==> src/rtl/buffer_register_n.sv <==
// buffer_register_n: two-channel sense/translator buffer register with optional odd-parity window checker.
// The checker is built only when BUFFER_REGISTER_N_PARITY_CHECK_EN is defined.
module buffer_register_n #(
  parameter int WIDTH        = 13,
  parameter int MODULES      = 8,
  parameter int SENSE_CYCLES = 3
) (
  input  logic                         SIM_CLK,
  input  logic                         SIM_RST,
  input  logic                         V1,
  input  logic [1:0]                   CBRVN,
  input  logic [1:0]                   PARV,
  input  logic [1:0]                   SBRXV,
  input  logic [2*WIDTH-1:0]           TRV,
  input  logic [MODULES*(WIDTH+1)-1:0] SA,
  output logic [WIDTH:0]               BRA,
  output logic [WIDTH:0]               BRAN,
  output logic [WIDTH:0]               BRB,
  output logic [WIDTH:0]               BRBN,
  output logic [1:0]                   PVALID,
  output logic [1:0]                   PERR
);
  logic [1:0][WIDTH:0] set_w, br_d, br_q;
  always_comb begin
    for (int c = 0; c < 2; c++)
      set_w[c] = {PARV[c], SBRXV[c] ? TRV[c*WIDTH +: WIDTH] : {WIDTH{1'b0}}};
    for (int m = 0; m < MODULES; m++)
      set_w[m % 2] = set_w[m % 2] | SA[m*(WIDTH+1) +: WIDTH+1];
    for (int c = 0; c < 2; c++)
      br_d[c] = {(WIDTH+1){V1}} & (set_w[c] | (br_q[c] & {(WIDTH+1){CBRVN[c]}}));
  end
  always_ff @(posedge SIM_CLK)
    if (SIM_RST) br_q <= '0;
    else br_q <= br_d;
  assign BRA  = br_q[0];
  assign BRAN = ~br_q[0];
  assign BRB  = br_q[1];
  assign BRBN = ~br_q[1];
`ifdef BUFFER_REGISTER_N_PARITY_CHECK_EN
  typedef enum logic [1:0] {IDLE, CLR, WIN, CHK} state_e;
  state_e     st_q [2], st_d [2];
  logic [3:0] cnt_q [2], cnt_d [2];
  logic [1:0] pv_q, pv_d, pe_q, pe_d;
  // A clear always wins over window progress; the strobe is registered out of CHK.
  always_comb begin
    for (int c = 0; c < 2; c++) begin
      st_d[c]  = st_q[c];
      cnt_d[c] = cnt_q[c];
      pv_d[c]  = V1 & CBRVN[c] & (st_q[c] == CHK);
      if (!V1) st_d[c] = IDLE;
      else if (!CBRVN[c]) st_d[c] = CLR;
      else
        case (st_q[c])
          CLR: begin
            st_d[c]  = WIN;
            cnt_d[c] = 4'(SENSE_CYCLES - 1);
          end
          WIN: begin
            st_d[c]  = cnt_q[c] == 4'd0 ? CHK : WIN;
            cnt_d[c] = cnt_q[c] == 4'd0 ? 4'd0 : cnt_q[c] - 4'd1;
          end
          CHK:     st_d[c] = IDLE;
          default: st_d[c] = IDLE;
        endcase
      pe_d[c] = (!V1 || st_d[c] == CLR) ? 1'b0 : pv_d[c] ? ~^br_q[c] : pe_q[c];
    end
  end
  always_ff @(posedge SIM_CLK)
    if (SIM_RST) begin
      st_q  <= '{IDLE, IDLE};
      cnt_q <= '{4'd0, 4'd0};
      pv_q  <= '0;
      pe_q  <= '0;
    end else begin
      st_q  <= st_d;
      cnt_q <= cnt_d;
      pv_q  <= pv_d;
      pe_q  <= pe_d;
    end
  assign PVALID = pv_q;
  assign PERR   = pe_q;
`else
  assign PVALID = '0;
  assign PERR   = '0;
`endif
endmodule

==> config.mk <==
export PLATFORM = sky130hd
export DESIGN_NAME = buffer_register_n
export DESIGN_NICKNAME = d
export VERILOG_FILES = /design/src/rtl/buffer_register_n.sv
export SDC_FILE = /design/constraint.sdc
export NUM_CORES = 1
export LEC_CHECK = 0
export CAP_MARGIN = 30
export CORE_ASPECT_RATIO = 0.75
export CORE_MARGIN = 5
export CORE_UTILIZATION = 23
export CTS_CLUSTER_DIAMETER = 40
export DETAILED_ROUTE_END_ITERATION = 8
export PLACE_DENSITY = 0.87
export SYNTH_ARGS = -nofsm -noshare
export SYNTH_HDL_FRONTEND = slang
export SYNTH_SLANG_ARGS = --single-unit
==> constraint.sdc <==
create_clock -name SIM_CLK -period 0.8 [get_ports SIM_CLK]
set_input_delay 0.08 -clock SIM_CLK [delete_from_list [all_inputs] [get_ports SIM_CLK]]
set_output_delay 0.08 -clock SIM_CLK [all_outputs]
set_load 0.03 [all_outputs]
==> summary.md <==
| Metric | Value |
|---|---|
| Status | `complete, but fails checks` |
| Failing checks | `setup timing` |
| I/O pin cnt | `207` |
| # nets final | `514` |
| Routed vias | `2,028` |
| Arr. time, crit path | `0.82 ns` |
| First-pass DRT Iterations | `4` |
| Initial core utilization | `23.8%` |
| Post-route setup TNS | `-4.70 ns` |
| PwrDens | `1170 nW/µm²` |
| Crit Path Category | `flip-flop to output pin` |
| Warnings, synthesis | `0` |
| # diodes | `0` |
| Area Overhead vs Synth | `182%` |
| Layout Skew | `0 ns` |
| Combinational Power Share | `41.1%` |
| CTS tree | `built` |
| Final setup viols | `64` |
| Iter 0 DRT Violations | `26` |
| Hold Fails Final Rpt | `0` |
| Sequential-to-total area share from yosys stat | `40.5%` |
| CP endpoint kind | `output pin` |
| Maximum vdd drop | `1.14 mV` |
| Synth Cell Area | `1390 µm²` |
| Tmin final | `0.903 ns` |
| Unrepaired setup endpoints after global routing | `yes` |
| Rows | `24` |
| Cell Area, Placed | `3410 µm²` |
| Share of layout cells above drive strength 1 | `47.3%` |
| First-pass GRT wire length | `10.7 mm` |
| CP required | `0.72 ns` |
| Worst r2r src | `BRB[2]` |
| Period utilisation layout | `113%` |
| Tightest Hold Check Type | `input port to flip-flop` |
| Die Width | `99.6 µm` |
| Max Clk Rate | `1110 MHz` |
| Fin. max-slew vios | `0` |
| Max-Cap Viols | `0` |
| Initial antenna violation count | `0` |
| Buffers on Ports | `202` |
| Pleak | `1.51 nW` |
| Worst skew pair latency | `0.27 ns` |
| Detailed placer's ending HPWL | `6.08 mm` |
| # fillers | `447` |
| Crit path setup slack, layout | `-0.103 ns` |
| Post-route ant nets | `0` |
| Vias per std cell | `4.57` |
| Pint | `3.25 mW` |
| Sw power | `1.32 mW` |
| Clock slew at reported path FFs | `0.10 ns` |
| Place WS | `-0.341 ns` |
| Die area | `7690 µm²` |
| CTS Root Cell | `clkbuf_8` |
| Netlist cell types | `12` |
| Overflow left after global routing | `0` |
| CTS buffer count | `3` |
| Routability cong. | `0.843` |
| Core area | `5830 µm²` |
| Max Root-Sink Buffers | `2` |
| Vias in the first global route | `2,098` |
| Switching share of power | `28.9%` |
| Worst setup SP type | `flip-flop` |
| DR WL/cell | `16.9 µm` |
| DRC | `0` |
| Worst hold path startpoint | `SA[97]` |
| Largest fanout on the critical path | `3` |
| Clock Sink Count | `28` |
| Crit path launch | `BRA[9]` |
| H-tree Lvls | `1` |
| Mapped Cells | `153` |
| Share of total power in the clock network | `24.6%` |
| Gr usage total | `17.2%` |
| Syn avg cell area | `9.05 µm²` |
| Largest net degree at the start of global routing | `17` |
| Total Routed Length | `7.49 mm` |
| Die height | `77.2 µm` |
| Post-route cell area | `3900 µm²` |
| Flop pwr share | `34.3%` |
| FF+latch count, synth | `28` |
synthesized netlist by cell type:
cell type / instances / area, µm²
buf_6: 3 / 33.8
dfxtp_1: 28 / 561
a22oi_1: 26 / 195
buf_2: 1 / 5.00
a21oi_2: 20 / 175
inv_1: 28 / 105
nor4_1: 28 / 175
conb_1: 1 / 3.75
buf_4: 5 / 37.5
a21oi_1: 10 / 50.1
nand2b_4: 1 / 13.8
buf_8: 2 / 30.0
worst paths after layout:
kind                            cells past startpoint       to  slack [ns]
worst max-delay path                                2  BRAN[9]       -0.10
worst min-delay path                                3  BRA[13]        0.41
worst max register to register                      3   BRB[2]       -0.05
worst min register to register                      2   BRA[6]        0.58
per-stage QoR:
step	total power, mW	hold slack [ns]	instances	util [%]
global route	4.81	0.430	444	67.0
CTS	4.58	0.396	444	64.6
finish	4.56	0.406	444	67.0
global placement	3.22	0.528	436	58.6
floorplan	2.20	0.234	156	-
detailed placement	3.26	0.542	436	58.6
layer usage:
| layer | GRT usage (%) | vias to the layer above | share of wire, % |
|---|---|---|---|
| met3 | 3.90 | 6 | 5.8 |
| met2 | 33.2 | 84 | 58 |
| met4 | 3.82 | 0 | 0.76 |
| met5 | 0 | - | 0 |
| li1 | - | 981 | - |
| met1 | 19.0 | 957 | 36 |
critical path: stages, from the launching register on:
cell,delay (ns)
dfxtp_4,0.39
inv_2,0.04
buf_6,0.12
cell families after synthesis:
logic type,Yosys count,synth area share (%)
other,1,0.271
AO/OA/AOI/OAI,56,30.4
buffers and inverters,39,15.3
AND/OR/NAND/NOR,29,13.6
flip-flops,28,40.5
power by group through the flow:
stage	registers (mW)	clock network [mW]	logic, mW
finish	1.57	1.12	1.87
detailed placement	1.59	0	1.66
global placement	1.58	0	1.64
global route	1.58	1.27	1.96
floorplan	1.74	0	0.469
CTS	1.58	1.18	1.82
placed cells by master, fill, tap and decap left out, drive strengths merged:
cell	netlist	routed
clkbuf	0	3
bufinv	0	1
a21oi	30	30
a22oi	26	26
nor4	28	28
dfxtp	28	28
buf	11	71
inv	28	28
nand2b	1	1
conb	1	4
clkdlybuf4s50	0	146
timing repair:
item,in CTS,in global routing
pin swaps,1,4
hold buffers,0,0
gates resized for setup,94,33
setup buffers,4,0
endpoints found under the setup margin,63,78
flip-flops by register name, indices dropped and copies added (netlist names):
register	flops
BRA	14
BRB	14
area by class of cell:
| class | instances | area [µm²] | share of cell area (%) |
|---|---|---|---|
| inverter | 28 | 105 | 2.69 |
| tap | 78 | 97.6 | 2.50 |
| multi-input combinational | 89 | 741 | 19.0 |
| clock buffer | 3 | 41.3 | 1.06 |
| timing repair buffer | 217 | 2260 | 57.8 |
| clock inverter | 1 | 30.0 | 0.769 |
| sequential | 28 | 633 | 16.2 |
Power figures use the tool's default switching activity.
